==> src/rtl/clk_freq_meter_if.sv <==
// Start/test-clock inputs and measurement results of clk_freq_meter.
// high_count exists only when CLK_FREQ_METER_DUTY_EN is defined.
interface clk_freq_meter_if #(
  parameter int GATE_CYCLES = 1000,
  parameter int CNT_W = 16
);
  typedef logic [$clog2(GATE_CYCLES + 1)-1:0] high_count_t;

  logic             start;
  logic             clk_test;
  logic             busy;
  logic             done;
  logic [CNT_W-1:0] count;
  logic             overflow;

`ifdef CLK_FREQ_METER_DUTY_EN
  high_count_t high_count;

  modport master (output start, clk_test, input busy, done, count, overflow, high_count);
  modport slave  (input start, clk_test, output busy, done, count, overflow, high_count);
`else
  modport master (output start, clk_test, input busy, done, count, overflow);
  modport slave  (input start, clk_test, output busy, done, count, overflow);
`endif
endinterface

==> src/rtl/clk_freq_meter.sv <==
// Counts rising edges of an asynchronous test clock over a GATE_CYCLES window of CLK_in.
// Define CLK_FREQ_METER_DUTY_EN to also report how many gate cycles saw the test clock high.
module clk_freq_meter #(
  parameter int GATE_CYCLES = 1000,
  parameter int CNT_W = 16
) (
  input logic             CLK_in,
  input logic             RST,
  clk_freq_meter_if.slave bus
);
  localparam int TMR_W = $clog2(GATE_CYCLES);

  typedef enum logic [1:0] {IDLE, GATE, DONE} state_t;

  state_t           state;
  logic             sync1;
  logic             sync2;
  logic             prev;
  logic             rise;
  logic [TMR_W-1:0] timer;
  logic [CNT_W-1:0] acc;
  logic [CNT_W-1:0] acc_next;
  logic             ovf;
  logic             ovf_next;
  logic             at_max;

`ifdef CLK_FREQ_METER_DUTY_EN
  localparam int HC_W = $clog2(GATE_CYCLES + 1);
  logic [HC_W-1:0] hc_acc;
  logic [HC_W-1:0] hc_next;

  assign hc_next = hc_acc + HC_W'(sync2);
`endif

  // The test clock is only ever data here; it free-runs through the synchroniser in every state.
  always_ff @(posedge CLK_in or posedge RST) begin
    if (RST) begin
      sync1 <= 1'b0;
      sync2 <= 1'b0;
      prev  <= 1'b0;
    end else begin
      sync1 <= bus.clk_test;
      sync2 <= sync1;
      prev  <= sync2;
    end
  end

  assign rise     = sync2 & ~prev;
  assign at_max   = &acc;
  assign acc_next = (rise && !at_max) ? acc + CNT_W'(1) : acc;
  assign ovf_next = ovf | (rise & at_max);

  // Results are loaded on the edge into DONE so count is already valid while done is high.
  always_ff @(posedge CLK_in or posedge RST) begin
    if (RST) begin
      state        <= IDLE;
      timer        <= '0;
      acc          <= '0;
      ovf          <= 1'b0;
      bus.busy     <= 1'b0;
      bus.done     <= 1'b0;
      bus.count    <= '0;
      bus.overflow <= 1'b0;
`ifdef CLK_FREQ_METER_DUTY_EN
      hc_acc         <= '0;
      bus.high_count <= '0;
`endif
    end else begin
      bus.done <= 1'b0;
      case (state)
        IDLE: begin
          if (bus.start) begin
            acc      <= '0;
            ovf      <= 1'b0;
            timer    <= TMR_W'(GATE_CYCLES - 1);
            bus.busy <= 1'b1;
            state    <= GATE;
`ifdef CLK_FREQ_METER_DUTY_EN
            hc_acc <= '0;
`endif
          end
        end
        GATE: begin
          acc <= acc_next;
          ovf <= ovf_next;
`ifdef CLK_FREQ_METER_DUTY_EN
          hc_acc <= hc_next;
`endif
          if (timer == '0) begin
            state        <= DONE;
            bus.done     <= 1'b1;
            bus.count    <= acc_next;
            bus.overflow <= ovf_next;
`ifdef CLK_FREQ_METER_DUTY_EN
            bus.high_count <= hc_next;
`endif
          end else begin
            timer <= timer - TMR_W'(1);
          end
        end
        DONE: begin
          bus.busy <= 1'b0;
          state    <= IDLE;
        end
        default: begin
          bus.busy <= 1'b0;
          state    <= IDLE;
        end
      endcase
    end
  end
endmodule

==> src/flat_wrapper.sv <==
// flat-port wrapper written by rule: the top's interface ports become plain ports
module clk_freq_meter_flat 
#(
  parameter int GATE_CYCLES = 1000,
  parameter int CNT_W = 16
)
  (CLK_in, RST, bus_start, bus_clk_test, bus_busy, bus_done, bus_count, bus_overflow);
  clk_freq_meter_if #(.GATE_CYCLES(GATE_CYCLES), .CNT_W(CNT_W)) bus_i ();
  input logic CLK_in;
  input logic RST;
  input wire logic [$bits(bus_i.start)-1:0] bus_start;
  input wire logic [$bits(bus_i.clk_test)-1:0] bus_clk_test;
  output wire logic [$bits(bus_i.busy)-1:0] bus_busy;
  output wire logic [$bits(bus_i.done)-1:0] bus_done;
  output wire logic [$bits(bus_i.count)-1:0] bus_count;
  output wire logic [$bits(bus_i.overflow)-1:0] bus_overflow;
  assign bus_i.start = bus_start;
  assign bus_i.clk_test = bus_clk_test;
  assign bus_busy = bus_i.busy;
  assign bus_done = bus_i.done;
  assign bus_count = bus_i.count;
  assign bus_overflow = bus_i.overflow;
  clk_freq_meter #(.GATE_CYCLES(GATE_CYCLES), .CNT_W(CNT_W)) u_core (.CLK_in(CLK_in), .RST(RST), .bus(bus_i));
endmodule
==> config.mk <==
export PLATFORM = sky130hd
export DESIGN_NAME = clk_freq_meter_flat
export DESIGN_NICKNAME = d
export VERILOG_FILES = /design/src/rtl/clk_freq_meter_if.sv /design/src/rtl/clk_freq_meter.sv /design/src/flat_wrapper.sv
export SDC_FILE = /design/constraint.sdc
export NUM_CORES = 1
export LEC_CHECK = 0
export CAP_MARGIN = 20
export CORE_MARGIN = 2
export CORE_UTILIZATION = 50
export CTS_CLUSTER_DIAMETER = 80
export CTS_CLUSTER_SIZE = 20
export DETAILED_ROUTE_END_ITERATION = 12
export PLACE_DENSITY_LB_ADDON = 0.25
export SLEW_MARGIN = 20
export SYNTH_ARGS = -nofsm -noshare
export SYNTH_HDL_FRONTEND = slang
export SYNTH_SLANG_ARGS = --single-unit
export TNS_END_PERCENT = 20
==> constraint.sdc <==
create_clock -name CLK_in -period 2.4 [get_ports CLK_in]
set_clock_uncertainty 0.1 [all_clocks]
set_input_delay 0.36 -clock CLK_in [delete_from_list [all_inputs] [get_ports CLK_in]]
set_output_delay 0.36 -clock CLK_in [all_outputs]
set_load 0.01 [all_outputs]
=== After elaboration in Yosys (flattened, before gate mapping) ===
Index checks and enable logic that the tools add are counted.

* $add $sub $neg: 2
* Eq/ne operators: 4
* Muxes and demuxes: 15
* Bitwise logic cells: 5
* Reductions and logical operators: 11

{| class="wikitable"
|+ Operators with widths
! kind !! number
|-
| $mux W16 || 2
|-
| $pmux W16 S2 || 1
|-
| $mux W10 || 2
|-
| $pmux W10 S2 || 1
|-
| $add A16 B1 Y16 const B || 1
|-
| $reduce_and A16 Y1 || 1
|-
| $logic_not A10 Y1 || 1
|-
| $sub A10 B1 Y10 const B || 1
|-
| $reduce_and A2 Y1 || 4
|-
| $mux W1 || 4
|-
| $mux W2 || 2
|-
| $ne A2 B2 Y1 const B || 2
|-
| $pmux W1 S2 || 2
|-
| $pmux W2 S2 || 1
|-
| $reduce_and A3 Y1 || 1
|-
| $and A1 B1 Y1 || 2
|-
| $eq A2 B1 Y1 const B || 1
|-
| $logic_not A2 Y1 || 1
|-
| $ne A2 B1 Y1 const B || 1
|-
| $not A1 Y1 || 2
|-
| $reduce_bool A2 Y1 || 1
|-
| $logic_and A1 B1 Y1 || 1
|-
| $logic_not A1 Y1 || 1
|-
| $or A1 B1 Y1 || 1
|}

* Flip-flop bits (word level): 51
* Input bits: 4
* Output and inout bits: 19
* Word-level logic and storage cells: 48

=== Longest topological paths before layout ===
Gate-level depths: netlist of the first run.

* Word-level depth: 5
* Gate-level depth with buffers: 8
* Gate-level depth less buffers: 5

=== Least setup slack after synthesis of the first run ===
OpenSTA, ideal clock, no wires.

* Path kind: flip-flop to flip-flop
* Start point: register u_core.acc[0]
* End point: register u_core.bus.count[14]
* Library setup time: 0.069 ns
* Data arrival time: 1.955 ns
* Data required time: 2.231 ns
* Setup slack: 0.276 ns
* Cell stages (with the launch flop): 6
* Buffers on the path: 0
* Clock period less this slack: 2.124 ns
* Path through: dfrtp_1 > ha_1 > nand4_4 > or4_4 > or4_1 > nand3_1

* Longest elaborated chain between the ends: 4
* Elaborated cells between the ends (all ways): 5
* Classes of those cells: 1 x add/sub; 1 x mux; 3 x reduce/logical

{| class="wikitable"
|+ Ends and longest elaborated chain
! item !! RTL line !! RTL
|-
| start: declaration || clk_freq_meter.sv:21 || <nowiki>logic [CNT_W-1:0] acc;</nowiki>
|-
| start signal: assignment || clk_freq_meter.sv:84 || <nowiki>acc <= acc_next;</nowiki>
|-
| parallel branches: the longest is 3 deep, another holds $add A16 B1 Y16 || - ||
|-
| $mux W16 (*) || clk_freq_meter.sv:50 || <nowiki>assign acc_next = (rise && !at_max) ? acc + CNT_W'(1) : acc;</nowiki>
|-
| end signal: assignment || clk_freq_meter.sv:92 || <nowiki>bus.count <= acc_next;</nowiki>
|-
| end: declaration || clk_freq_meter_if.sv:23 || <nowiki>modport slave (input start, clk_test, output busy, done, count, overflow);</nowiki>
|}

Every way passes the cells marked *.
A chain may end at the register's enable or synchronous reset.

=== Worst setup path in the final report of the first run ===
* Start point: register u_core.acc[1]
* End point: register u_core.bus.count[14]

Same word-level chain as after synthesis.

==> impl_results.md, run 1 <==
- Initial DRT Pass Iterations: 4
- Worst r2r path cells: 5
- Cts hold-fix bufs: 0
- Peak Freq: 0.462 GHz
- Final hold vios: 0
- CTS root buf: clkbuf_8
- Clk slew on worst S/H paths: 0.10 ns
- Final slew viol count: 0
- Vias in the first global route: 2330
- Iteration-0 DRC Markers: 231
- Leak: 0.00131 µW
- Register area share after synthesis: 45.5%
- Grt ovf: 0
- TNS Setup: 0 ns
- EDFF count, synth: 0
- I/O Pins: 23
- Tcrit/Tclk final: 90.1%
- Status: complete, no violations
- Post-CTS Setup Bufs: 0
- Clock Tree Buf Depth: 2
- WL per Instance: 16.6 µm
- DRC viols: 0
- Peak VDD IR: 713 µV
- Core Region: 5470 µm²
- Setup violators final: 0
- Syn nets: 313
- PwrDens: 935 nW/µm²
- Commonest non-fill, non-tap cell in the layout: dfrtp_1
- RSZ-0062 raised after global routing: no
- Num CTS Buffers: 5
- Gpl congestion: 0.805
- Worst Path Max Fanout: 7
- PortBufs: 22
- Die area: 6230 µm²
- Post-detail-place hpwl: 4550 µm
- Post-Synthesis Cell Area: 2810 µm²
- HP Class: input pin to async pin
- Cell count after synthesis: 307
- R2r startpoint: u_core.acc[1]
- Minimum clock period: 2.16 ns
- Cell row count: 27
- Synth Area per Inst: 9.14 µm²
- Synth unique cells: 44
- Nets: 332
- Asr flop ratio synth: 100%
- Die Ht: 78.9 µm
- Slew margin rel.: 59.0%
- Measured slew at the worst slew-check pin: 0.615 ns
- Reg-to-reg slack, setup: 0.24 ns
- Via density: 6.27
- YS warnings: 0
- Most frequent cells in the layout: dfrtp_1 (51), nand3_1 (35), nand2_1 (28), clkdlybuf4s50_1 (22), o21ai_0 (20)
- Largest net degree at the start of global routing: 30
- Fin util: 59.5%
- Worst setup EP type: register
- Antenna violations before repair: 0
- Crit path launch type: register
- Max Cap Violations: 0
- Final-layout fill cell count: 499
- Worst R2R End: u_core.bus.count[14]
- CTS tree: yes
- Chip Width: 78.9 µm
- Starting Density: 51.3%
- Worst EP arrival: 2.31 ns
- Ant diodes: 0
- CTS resizes: 0
- Clock Latency Late Sink: 0.31 ns
- Final wirelength: 6610 µm
- Vias post-DR: 2503
- Top_reg_cell synth: dfrtp_1
- Yosys reg bits: 51
- Setup CP Type: register to register
- Layout area overhead: 16.1%
- Antenna Nets Post-Route: 0
- Total clock sinks: 51
- Req. time, crit path: 2.54 ns
- All-Layer GR Usage: 22.8%
- First-pass GRT wire length: 11300 µm
- Layout cell share with drive strength beyond 1: 9.79%
- H-Tree Depth: 2
## worst max-delay path by stage
stage / from / endpoint / slack [ns] / cells after the start
after floorplan: u_core.acc[0] / u_core.bus.count[14] / 0.28 / 5
after global placement: u_core.acc[0] / u_core.bus.count[14] / 0.30 / 5
after detailed placement: u_core.acc[1] / u_core.bus.count[14] / 0.26 / 5
after CTS: u_core.acc[1] / u_core.bus.count[14] / 0.24 / 5
after global routing: u_core.acc[1] / u_core.bus.count[14] / 0.13 / 5
final: u_core.acc[1] / u_core.bus.count[14] / 0.24 / 5
## through the flow
step / setup WS (ns) / instance area, µm² / power, µW / cells / hold slack [ns]
finish: 0.237 / 3260 / 3050 / 399 / 0.262
global route: 0.126 / 3260 / 3250 / 399 / 0.266
CTS: 0.237 / 3260 / 3060 / 399 / 0.273
detailed placement: 0.259 / 3120 / 2340 / 391 / 0.248
global placement: 0.295 / 3120 / 2290 / 391 / 0.236
floorplan: 0.276 / 2810 / 2020 / 307 / 0.231
## metal layers
metal,vias up,GRT usage [%],share of wire (%)
met5,-,0,0
li1,1209,-,-
met2,61,37.0,48
met4,0,8.28,1.6
met3,12,3.86,4.8
met1,1221,31.1,45
## power by group
| part | internal (µW) | total, µW | switching [µW] |
|---|---|---|---|
| logic | 425 | 853 | 428 |
| registers | 1120 | 1480 | 358 |
| clock network | 416 | 714 | 298 |
| total | 1960 | 3050 | 1080 |
## flip-flops by register name, indices dropped and copies added, names as in the netlist
register,count
u_core.sync2,1
u_core.ovf,1
u_core.bus.count,16
u_core.bus.done,1
u_core.timer,10
u_core.prev,1
u_core.bus.busy,1
u_core.state,2
u_core.sync1,1
u_core.acc,16
u_core.bus.overflow,1
## cell type report
cell class	instances	area, µm²	share of cell area, %
Sequential cell	51	1280	39.2
Tap cell	72	90.1	2.76
Timing Repair Buffer	37	333	10.2
Clock inverter	3	67.6	2.07
Clock buffer	5	68.8	2.11
Multi-Input combinational cell	223	1390	42.7
Inverter	8	30.0	0.922
## cell usage after synthesis, types with 2 or more instances
cell type   n  area share (%)
and4_1      6             1.9
nand3_1    35             6.2
nand2_1    28             3.7
inv_1       8             1.1
o21ai_0    20             3.6
dfrtp_1    51              45
o31a_1      2            0.62
nand4b_1    2            0.62
a21oi_1     8             1.4
o311ai_0    2            0.62
nor3_1      6             1.1
a31oi_1     7             1.6
ha_1        2            0.89
nand4_1    15             3.3
clkbuf_2    2            0.36
o211ai_1   19             5.1
buf_2       7             1.2
or4_1      19             5.1
or3_1      10             2.2
nor4_1      3            0.67
nor2b_1     2            0.45
buf_4       2            0.54
nor2_1      9             1.2
nand2b_1    2            0.45
a2bb2oi_1   3            0.94
clkbuf_1   14             1.9
and2_1      4            0.89
a211o_1     3            0.94
## kinds of logic (layout without fill, tap and decap cells)
family,after synthesis,after routing,share of synthesized area [%]
fa+ha+maj,2,2,0.892
simple gates,150,150,31.6
xor+xnor,1,1,0.312
flops,51,51,45.5
buf+inv,33,53,5.08
compound gates,70,70,16.6
## worst max-delay path, stage by stage (launching register included)
cell	delay, ns
dfrtp_1	0.36
ha_1	0.28
nand4_4	0.18
or4_4	0.61
or4_1	0.47
nand3_1	0.09
(Power assumes the default switching activity.)
==> run 2: changes to the inputs <==
--- a/config.mk
+++ b/config.mk
@@ -6,4 +6,5 @@
 export NUM_CORES = 1
 export LEC_CHECK = 0
+export ABC_AREA = 0
 export CAP_MARGIN = 20
 export CORE_MARGIN = 2
==> constraint.sdc (replaced) <==
create_clock -name CLK_in -period 2.4 [get_ports CLK_in]
set_clock_uncertainty 0.1 [all_clocks]
set_input_delay 0.48 -clock CLK_in [delete_from_list [all_inputs] [get_ports CLK_in]]
set_output_delay 0.48 -clock CLK_in [all_outputs]
set_load 0.01 [all_outputs]
==> impl_results.md, run 2 (synthesis gave the netlist of run 1 again) <==
- Status: complete, no violations (unchanged)
- Final hold vios: 0 (unchanged)
- Net switching power figure: 1080 µW (about the same)
- All-Layer GR Usage: 23.1% (was 22.8%)
- CTS root buf: clkbuf_8 (unchanged)
- Core Region: 5470 µm² (unchanged)
- Setup violators final: 0 (unchanged)
- CTS resizes: 0 (unchanged)
- Antenna violations before repair: 0 (unchanged)
- Clk slew on worst S/H paths: 0.09 ns (was 0.10 ns)
- Minimum clock period: 2.18 ns (was 2.16 ns)
- Vias in the first global route: 2388 (was 2330)
- Met2 Resource Use GR: 37.9% (was 37.0%)
- Worst Path Max Fanout: 7 (unchanged)
- Peak VDD IR: 563 µV (was 713 µV)
- PwrDens: 887 nW/µm² (was 935 nW/µm²)
- Final non-filler cell total: 396 (was 399)
- Initial DRT Pass Iterations: 5 (was 4)
- Post-CTS Setup Bufs: 0 (unchanged)
- HP Start: u_core.sync1
- Vias post-DR: 2508 (was 2503)
- Grt ovf: 0 (unchanged)
- First-pass GRT wire length: 11400 µm (was 11300 µm)
- HP Class: register to register (was input pin to async pin)
- Largest net degree at the start of global routing: 52 (was 30)
- I/O Pins: 23 (unchanged)
- Final wirelength: 6700 µm (was 6610 µm)
- Cell row count: 27 (unchanged)
- GR peak layer: met2 (unchanged)
- Slew margin rel.: 58.8% (was 59.0%)
- Commonest non-fill, non-tap cell in the layout: dfrtp_1 (unchanged)
- Peak Freq: 0.458 GHz (was 0.462 GHz)
- H-Tree Depth: 2 (unchanged)
- RSZ-0062 raised after global routing: no (unchanged)
- Starting Density: 51.3% (unchanged)
- Via density: 6.33 (was 6.27)
- Clock Tree Buf Depth: 2 (unchanged)
- Die Ht: 78.9 µm (unchanged)
- Post-detail-place hpwl: 4420 µm (was 4550 µm)
- R2r startpoint: u_core.acc[1] (unchanged)
- Layout area overhead: 14.8% (was 16.1%)
- Final-layout fill cell count: 499 (unchanged)
- Num CTS Buffers: 5 (unchanged)
- Setup CP Type: register to register (unchanged)
- Worst r2r path cells: 5 (unchanged)
- Iteration-0 DRC Markers: 286 (was 231)
- Share of total power in combinational logic: 30.1% (was 28.0%)
- Beginning of the critical path: u_core.acc[1] (unchanged)
- Clock Latency Late Sink: 0.32 ns (was 0.31 ns)
- Max Cap Violations: 0 (unchanged)
- Hold Path Cell Cnt: 0
- Leak: 0.00129 µW (was 0.00131 µW)
- Seq pwr share: 51.8% (was 48.6%)
- PortBufs: 22 (unchanged)
- Tcrit/Tclk final: 91.0% (was 90.1%)
- DRC viols: 0 (unchanged)
- Grt met1 use: 31.6% (was 31.1%)
- Chip Width: 78.9 µm (unchanged)
- Antenna Nets Post-Route: 0 (unchanged)
- Die area: 6230 µm² (unchanged)
- Worst EP arrival: 2.33 ns (was 2.31 ns)
- Dpl cells: 389 (was 391)
- Most frequent cells in the layout: dfrtp_1 (51), nand3_1 (35), nand2_1 (28), clkdlybuf4s50_1 (22), o21ai_0 (20) (unchanged)
- Sw frac: 37.9% (was 35.6%)
- Cts hold-fix bufs: 0 (unchanged)
- Worst setup EP type: register (unchanged)
- Final slew viol count: 0 (unchanged)
- WL per Instance: 16.9 µm (was 16.6 µm)
- Gpl congestion: 0.821 (was 0.805)
- Total clock sinks: 51 (unchanged)
- Clock power share: 18.1% (was 23.4%)
- Met3 Resource Use GR: 3.64% (was 3.86%)
- Nets: 330 (was 332)
- TNS Setup: 0 ns (unchanged)
- Biggest regs: u_core.acc: 16 flops, u_core.bus.count: 16 flops, u_core.timer: 10 flops (unchanged)
- Pint: 1770 µW (was 1960 µW)
- Ant diodes: 0 (unchanged)
- Measured slew at the worst slew-check pin: 0.618 ns (was 0.615 ns)
- Layout cell share with drive strength beyond 1: 8.95% (was 9.79%)
- CTS tree: yes (unchanged)
- Crit path launch type: register (unchanged)
- Req. time, crit path: 2.55 ns (was 2.54 ns)
run 2: cell count changes in the layout (fill, tap and decap cells not counted):
| cell | delta |
|---|---|
| clkbuf_8 | +1 |
| clkinv_2 | +1 |
| buf_4 | -4 |
| buf_12 | +2 |
| clkinvlp_4 | -1 |
| bufinv_16 | -2 |
run 2: cell type report:
| type | instances | area, µm² | area share (%) |
|---|---|---|---|
| Timing Repair Buffer | 35 | 343 | 10.6 |
| Clock buffer | 6 | 82.6 | 2.57 |
| Inverter | 8 | 30.0 | 0.933 |
| Clock inverter | 1 | 5.00 | 0.155 |
| Multi-Input combinational cell | 223 | 1390 | 43.3 |
| Sequential cell | 51 | 1280 | 39.6 |
| Tap cell | 72 | 90.1 | 2.80 |
run 2: routing by layer:
layer	vias to the layer above	share of wire, %
li1	1204	-
met3	8	5.0
met2	77	49
met5	-	0
met1	1219	45
met4	0	1.1
run 2: power groups by stage:
stage	clock network, µW	registers (µW)	logic (µW)
2_1_floorplan	0	1370	644
4_1_cts	524	1470	861
5_1_grt	558	1530	963
3_5_place_dp	0	1490	855
6_report	518	1480	859
3_3_place_gp	0	1470	824
run 2: final timing paths:
kind | to | slack, ns
worst max register to register | u_core.bus.count[12] | 0.22
worst min register to register | u_core.sync2 | 0.26
worst min-delay path | u_core.sync2 | 0.26
worst max-delay path | u_core.bus.count[12] | 0.22
min in group asynchronous | u_core.bus.count[10] | 0.43
max in group asynchronous | u_core.prev | 1.53
run 2: through the flow:
| stage | worst slack, ns | utilization (%) | area, µm² | hold slack (ns) | power, µW |
|---|---|---|---|---|---|
| floorplan | 0.276 | - | 2810 | 0.231 | 2020 |
| CTS | 0.217 | 58.8 | 3220 | 0.270 | 2860 |
| global route | 0.107 | 58.8 | 3220 | 0.277 | 3050 |
| detailed placement | 0.237 | 57.2 | 3130 | 0.243 | 2340 |
| global placement | 0.293 | 57.2 | 3130 | 0.233 | 2290 |
| finish | 0.215 | 58.8 | 3220 | 0.264 | 2860 |
run 2: worst max-delay path, cell delays in order (launching register included):
cell and delay (ns):
dfrtp_1 0.36, ha_1 0.29, nand4_4 0.17, or4_4 0.61
or3_2 0.48, nand3_1 0.10
==> run 3: changes to the inputs <==
clock period = 2.19 ns   (was 2.4 ns; I/O delays follow)
==> impl_results.md, run 3 (synthesis gave the netlist of run 1 again) <==
- Layout cell share with drive strength beyond 1: 11.7% (was 8.95%)
- First-pass GRT wire length: 11500 µm (was 11400 µm)
- Setup violators final: 0 (unchanged)
- Seq pwr share: 49.0% (was 51.8%)
- Layout area overhead: 16.8% (was 14.8%)
- H-Tree Depth: 2 (unchanged)
- Leak: 0.00133 µW (was 0.00129 µW)
- Power, Total: 3230 µW (was 2860 µW)
- Buf/Inv on CP: 0 (unchanged)
- All-Layer GR Usage: 23.5% (was 23.1%)
- DRC viols: 0 (unchanged)
- Minimum clock period: 2.11 ns (was 2.18 ns)
- Clock Tree Buf Depth: 2 (unchanged)
- Post-detail-place hpwl: 4720 µm (was 4420 µm)
- Clk slew on worst S/H paths: 0.09 ns (about the same)
- Max Cap Violations: 0 (unchanged)
- Die area: 6230 µm² (unchanged)
- Largest net degree at the start of global routing: 31 (was 52)
- Critical-path cell list: ha_2 -> nand4_4 -> or4_4 -> or4_1 -> nand3_1 (was ha_1 -> nand4_4 -> or4_4 -> or3_2 -> nand3_1)
- CP max stage delay: 0.56 ns (was 0.61 ns)
- CTS tree: yes (unchanged)
- Final hold vios: 0 (unchanged)
- Vias post-DR: 2545 (was 2508)
- Crit path launch type: register (unchanged)
- Peak VDD IR: 523 µV (was 563 µV)
- Die Ht: 78.9 µm (unchanged)
- Commonest non-fill, non-tap cell in the layout: dfrtp_1 (unchanged)
- Vias in the first global route: 2358 (was 2388)
- I/O Pins: 23 (unchanged)
- CP max stage cell: or4_4 (unchanged)
- Antenna violations before repair: 0 (unchanged)
- Ant diodes: 0 (unchanged)
- Tcrit/Tclk final: 96.3% (was 91.0%)
- CTS root buf: clkbuf_8 (unchanged)
- Most frequent cells in the layout: dfrtp_1 (51), nand3_1 (35), nand2_1 (28), clkdlybuf4s50_1 (22), buf_4 (22) (was dfrtp_1 (51), nand3_1 (35), nand2_1 (28), clkdlybuf4s50_1 (22), o21ai_0 (20))
- Antenna Nets Post-Route: 0 (unchanged)
- Sw frac: 37.1% (was 37.9%)
- Status: complete, no violations (unchanged)
- Final wirelength: 6890 µm (was 6700 µm)
- Core Region: 5470 µm² (unchanged)
- Pint: 2030 µW (was 1770 µW)
- Gpl congestion: 0.819 (was 0.821)
- Req. time, crit path: 2.34 ns (was 2.55 ns)
- Via density: 6.27 (was 6.33)
- Family with the most delay on the worst path: simple AND/OR/NAND/NOR gates (unchanged)
- Net switching power figure: 1200 µW (was 1080 µW)
- Starting Density: 51.3% (unchanged)
- Final slew viol count: 0 (unchanged)
- Grt ovf: 0 (unchanged)
- Nets: 339 (was 330)
- Clock Latency Late Sink: 0.31 ns (was 0.32 ns)
- HP Class: register to register (unchanged)
- Initial DRT Pass Iterations: 4 (was 5)
- Chip Width: 78.9 µm (unchanged)
- Measured slew at the worst slew-check pin: 0.606 ns (was 0.618 ns)
- Slew margin rel.: 59.6% (was 58.8%)
- Clock power share: 18.9% (was 18.1%)
- Worst Path Max Fanout: 7 (unchanged)
- Peak Freq: 0.474 GHz (was 0.458 GHz)
- Cell row count: 27 (unchanged)
- WL per Instance: 17.0 µm (was 16.9 µm)
- Worst EP arrival: 2.25 ns (was 2.33 ns)
- Biggest regs: u_core.acc: 16 flops, u_core.bus.count: 16 flops, u_core.timer: 10 flops (unchanged)
- Cts hold-fix bufs: 0 (unchanged)
- PwrDens: 984 nW/µm² (was 887 nW/µm²)
- Worst setup EP type: register (unchanged)
- PortBufs: 22 (unchanged)
- Iteration-0 DRC Markers: 205 (was 286)
- Final worst setup slack: 0.0807 ns (was 0.215 ns)
- TNS Setup: 0 ns (unchanged)
- Pre-CTS WS: 0.0561 ns (was 0.237 ns)
- Share of total power in combinational logic: 32.0% (was 30.1%)
- Total clock sinks: 51 (unchanged)
- Setup CP Type: register to register (unchanged)
- Num CTS Buffers: 5 (unchanged)
run 3: cell types whose count changed in the layout (fill, tap and decap cells not counted), sizes merged:
cell / before / now
buf: 13 / 22
clkbuf: 6 / 8
clkinv: 1 / 0
run 3: power by group through the flow:
stage          registers [µW]  logic, µW  clock network (µW)
4_1_cts                  1570       1030                 623
3_5_place_dp             1580       1030                   0
5_1_grt                  1630       1150                 663
3_3_place_gp             1570        991                   0
2_1_floorplan            1500        706                   0
6_report                 1580       1030                 611
run 3: layout make-up:
class	count	area, µm²
Fill cell	502	2200
Sequential cell	51	1280
Timing Repair Buffer	44	385
Clock buffer	8	100
Tap cell	72	90.1
Multi-Input combinational cell	223	1400
Inverter	8	30.0
run 3: path summary, 6_finish.rpt:
path | from | to | slack [ns] | cells after the start
worst max register to register | u_core.acc[0] | u_core.bus.count[14] | 0.08 | 5
worst min-delay path | u_core.sync1 | u_core.sync2 | 0.26 | 0
min in group asynchronous | RST | u_core.bus.count[6] | 0.37 | 3
max in group asynchronous | RST | u_core.acc[15] | 1.27 | 3
worst max-delay path | u_core.acc[0] | u_core.bus.count[14] | 0.08 | 5
worst min register to register | u_core.sync1 | u_core.sync2 | 0.26 | 0
run 3: through the flow:
stage          util, %  hold slack [ns]  std cells  cell area (µm²)
2_1_floorplan        -            0.231        307             2810
3_3_place_gp      58.0            0.231        398             3170
3_5_place_dp      58.0            0.241        398             3170
4_1_cts           59.8            0.263        406             3270
5_1_grt           59.9            0.264        406             3280
6_report          59.9            0.260        406             3280
run 3: layer usage:
layer / global-route usage [%] / wire length (µm) / vias to the layer above
met4: 11.0 / 147 / 0
met2: 36.3 / 3320 / 62
met5: 0 / 0 / -
li1: - / - / 1222
met1: 32.5 / 3180 / 1248
met3: 3.52 / 232 / 13
run 3: timing repair:
action,in CTS,in global routing
setup buffers,0,0
setup endpoints to repair,0,4
resized for setup,0,2
run 3: worst reg2reg max path, stage by stage (launching register included):
cell	delay, ns
dfrtp_1	0.38
ha_2	0.26
nand4_4	0.16
or4_4	0.56
or4_1	0.49
nand3_1	0.10
==> patch 1: new RTL, settings of run 3 <==
Make the reset (`RST`) synchronous in 2 clocked blocks. Comments in the files are not updated.
--- a/src/rtl/clk_freq_meter.sv
+++ b/src/rtl/clk_freq_meter.sv
@@ -33,7 +33,7 @@
 `endif
 
   // The test clock is only ever data here; it free-runs through the synchroniser in every state.
-  always_ff @(posedge CLK_in or posedge RST) begin
+  always_ff @(posedge CLK_in) begin
     if (RST) begin
       sync1 <= 1'b0;
       sync2 <= 1'b0;
@@ -51,7 +51,7 @@
   assign ovf_next = ovf | (rise & at_max);
 
   // Results are loaded on the edge into DONE so count is already valid while done is high.
-  always_ff @(posedge CLK_in or posedge RST) begin
+  always_ff @(posedge CLK_in) begin
     if (RST) begin
       state        <= IDLE;
       timer        <= '0;
Formal check against the unedited RTL: differs if RST is asserted again (counterexample within 4 cycles, from zero or initial values and one cycle with RST high); with RST held inactive, the same outputs for 10 cycles.
==> patch 1 against run 3 <==
Fmax increased by 5.6%; die area fell by 5.0%; worst setup slack improved by 0.11 ns; worst hold slack better by 0.084 ns; design area decreased by 6.8%; sequential cell count unchanged; wire length down 8.5%; area after synthesis fell by 5.2%; critical path depth grew 1.
Power is not compared: it rests on default switching activity, and its combinational part moved more than twofold at a synthesized area within 25%.
==> patch 1: results <==
[placement]
globalplace.congestion = 0.869
portBuffers = 22
dp_hpwl_mm = 4.45
preCtsSetupSlack_ns = 0.0705
dpl_cell_area_um2 = 2950
placed_cells = 393

[worst_setup_path]
crit_fanout = 8
slowest_delay_ns = 0.48
critPathSlowestCell = "or4_1"
cp.arrival_ns = 2.14

[cells_and_area]
reg.largest.list = "u_core.acc x16, u_core.bus.count x16, u_core.timer x10"
n_antenna_cell = 0
fillerInstances = 481
drive_above_1_share_pct = 10.9
final_nets = 336

[pwr]
ir_drop_v = 0.000323
p_leak_nw = 0.993

[yosys]
yosysUniqueCellTypes = 53
async_reset_ff_share_pct = 0
yosysWarnings = 0
synth_cells = 306
synth_area_leaders = "dfxtp_1 38%, a311oi_1 4.6%, a31oi_1 4.5%, o21ai_0 4.3%, or3_1 3.3%"
synth_common_cells = "51 x dfxtp_1, 23 x o21ai_0, 21 x nor2_1"
ys_seq_area_share_pct = 38.4
synthFlopType = "dfxtp_1"

[detailed_routing]
routed_wl_mm = 6.30
via_per_inst = 6.33
num_vias = 2539
drt-initial-drc-count = 220
dr.pass1.iters = 4

[cts]
h-tree-depth = 2
numCtsBuffers = 5
post_cts_resize_count = 0
clk_latency_ns = 0.31
clk_pin_slew_ns = 0.09
cts_root_buf = "clkbuf_8"
post-cts-setup-buffers = 0
clockBufferDepth = 2

[run_status]
run_status = "completed"

[worst_hold_path]
hp-class = "reg2reg"

[global_route]
grtUsageTotal_pct = 22.3
antenna_found_initial = 0
grt_max_degree = 28
grt_pass1_wl_mm = 10.9
grt_pass1_vias = 2321

[timing]
worstMarginPinSlew_ns = 0.551
[patch 1: changes by cell type after synthesis, sizes merged, moves of 9 or more]
cell	change
dfxtp	+51
o211ai	-16
nand3	-22
o31ai	+9
a311oi	+14
or4	-10
dfrtp	-51
nor2	+12
nand2	-19
a31oi	+12
[patch 1: layout make-up]
cell class	instances	area [µm²]	share of cell area [%]
clock buffers	8	100	3.28
inverters	5	18.8	0.615
multi-input cells	227	1470	48.2
flip-flops and latches	51	1020	33.4
well taps	70	87.6	2.87
repair buffers	40	355	11.6
[patch 1: path summary, 6_finish.rpt]
kind	startpoint	to	slack, ns	cells past startpoint
min	u_core.sync1	u_core.sync2	0.34	1
max	u_core.timer[0]	u_core.timer[3]	0.19	6
min reg2reg	u_core.sync1	u_core.sync2	0.34	1
max reg2reg	u_core.timer[0]	u_core.timer[3]	0.19	6
[patch 1: cell families after synthesis]
group,Yosys count,share of synthesized area (%)
simple gates,124,28.2
xor+xnor,1,0.329
flops,51,38.4
compound gates,100,25.9
buf+inv,28,6.26
fa+ha+maj,2,0.941
[patch 1: metal layers]
layer	track usage [%]	up-vias	share of wire (%)
li1	-	1247	-
met1	28.6	1207	45
met2	37.1	74	49
met3	3.65	11	4.5
met4	9.45	0	2.0
met5	0	-	0
[patch 1: critical path, delay by kind of cell (launching register included)]
family                   cells  cell delay, ns
AND/OR/NAND/NOR              3            1.03
adder cells (fa/ha/maj)      1            0.21
buffers and inverters        1            0.07
flip-flops                   1            0.37
AO/OA/AOI/OAI                1            0.16
[patch 1: power by group]
part	internal (mW)	leakage, nW	switching, mW
sequential	0.965	0.415	0.0423
clock	0.289	0.0515	0.309
combinational	0.116	0.526	0.144
==> patch 2: new RTL, flow settings as in run 3 <==
Made on the original files. `GATE_CYCLES` is set to 1000 in 3 places; all go to 2000.
--- a/src/rtl/clk_freq_meter_if.sv
+++ b/src/rtl/clk_freq_meter_if.sv
@@ -1,7 +1,7 @@
 // Start/test-clock inputs and measurement results of clk_freq_meter.
 // high_count exists only when CLK_FREQ_METER_DUTY_EN is defined.
 interface clk_freq_meter_if #(
-  parameter int GATE_CYCLES = 1000,
+  parameter int GATE_CYCLES = 2000,
   parameter int CNT_W = 16
 );
   typedef logic [$clog2(GATE_CYCLES + 1)-1:0] high_count_t;
--- a/src/rtl/clk_freq_meter.sv
+++ b/src/rtl/clk_freq_meter.sv
@@ -1,7 +1,7 @@
 // Counts rising edges of an asynchronous test clock over a GATE_CYCLES window of CLK_in.
 // Define CLK_FREQ_METER_DUTY_EN to also report how many gate cycles saw the test clock high.
 module clk_freq_meter #(
-  parameter int GATE_CYCLES = 1000,
+  parameter int GATE_CYCLES = 2000,
   parameter int CNT_W = 16
 ) (
   input logic             CLK_in,
--- a/src/flat_wrapper.sv
+++ b/src/flat_wrapper.sv
@@ -1,7 +1,7 @@
 // flat-port wrapper written by rule: the top's interface ports become plain ports
 module clk_freq_meter_flat 
 #(
-  parameter int GATE_CYCLES = 1000,
+  parameter int GATE_CYCLES = 2000,
   parameter int CNT_W = 16
 )
   (CLK_in, RST, bus_start, bus_clk_test, bus_busy, bus_done, bus_count, bus_overflow);
Formal check against the unedited RTL: same outputs for any inputs over 10 cycles, from zero or initial values and one cycle with RST high; that may be too few to reach the edited logic, so the function may still have changed.
==> patch 2 against run 3 <==
Design area down 0.31%; wire length down 12%; worst hold slack better by 0.0069 ns; area after synthesis down 3.3%; power down 23%; non-clock buffer count down 1; worst setup slack better by 0.0041 ns; sequential cell count up 1; critical path type unchanged.
==> patch 2: results <==
[cells_and_area]
fillerInstances = 438
n_all_buffers = 43
fin_cells = 387
multi_input_gates = 207
drive_above_1_share_pct = 18.0
buf_share_pct = 12.7
final_nets = 323
n_all_inverters = 8
nClkBuffers = 7
multi_input_area_share_pct = 40.9
sh_seq_area_pct = 39.8
clkCellAreaFrac_pct = 2.95

[global_route]
grt_max_degree = 25
grtUsageMet3_pct = 3.95
gr-usage-met2_pct = 35.9
grt_pass1_vias = 2174
grtUsageTotal_pct = 21.9
grt_pass1_wl_mm = 10.4

[worst_setup_path]
reg2reg_from = "u_core.timer[1]"
critPathSlowestCell = "or4b_4"
crit_fanout = 5
slowest_delay_ns = 0.48
endpoint = "u_core.bus.count[10]"

[yosys]
synth-compound-area-share_pct = 17.9
ys_seq_area_share_pct = 47.9
synth_nets = 287
synth_seq_cells = 52
synth_cells = 281
synth_area_leaders = "dfrtp_1 48%, nand2_1 4.8%, o21ai_0 4.1%, xor2_1 3.2%, o21ai_2 2.9%"
yosysUniqueCellTypes = 54
synth_common_cells = "52 x dfrtp_1, 35 x nand2_1, 22 x o21ai_0"
synthXorXnorAreaFrac_pct = 5.49
synth_fa_ha_area_share_pct = 0.922
muxShareOfSynthArea_pct = 1.11

[cts]
post-cts-setup-buffers = 1
clk_pin_slew_ns = 0.09

[placement]
globalplace.congestion = 0.907
placed_cells = 376
preCtsSetupSlack_ns = 0.0176
dp_hpwl_mm = 4.22

[detailed_routing]
drt-initial-drc-count = 135
via_per_inst = 5.78
wl_met3_um = 183
routed_wl_mm = 6.08
dr_wl_met2_mm = 2.98
wl_met1_mm = 2.83

[run_status]
run_status = "completed"

[pwr]
p_leak_nw = 1.39
pg_clk_mw = 0.590
comb_power_share_pct = 22.9
ir_drop_v = 0.000516

[timing]
fmax_mhz = 475
max-slew-margin-rel_pct = 47.5
==> patch 2: changes by cell type after synthesis, sizes merged, moves of 10 or more <==
| cell | change |
|---|---|
| o21ai | +11 |
| nand3 | -23 |
| or4 | -19 |
| xor2 | +10 |
| o211ai | -19 |
==> patch 2: worst min path at each step <==
stage / start / endpoint / slack, ns / cells past startpoint
after global placement: u_core.sync1 / u_core.sync2 / 0.23 / 0
final: u_core.sync1 / u_core.sync2 / 0.27 / 0
after CTS: u_core.sync1 / u_core.sync2 / 0.26 / 0
after floorplan: u_core.sync1 / u_core.sync2 / 0.23 / 0
after global routing: u_core.sync1 / u_core.sync2 / 0.27 / 0
after detailed placement: u_core.sync1 / u_core.sync2 / 0.24 / 0
==> patch 2: stage by stage <==
stage	util [%]	power [mW]	area [µm²]
global placement	60.2	1.84	3110
global route	63.2	2.63	3270
detailed placement	60.2	1.87	3110
finish	63.2	2.49	3270
floorplan	-	1.69	2710
CTS	62.4	2.46	3230
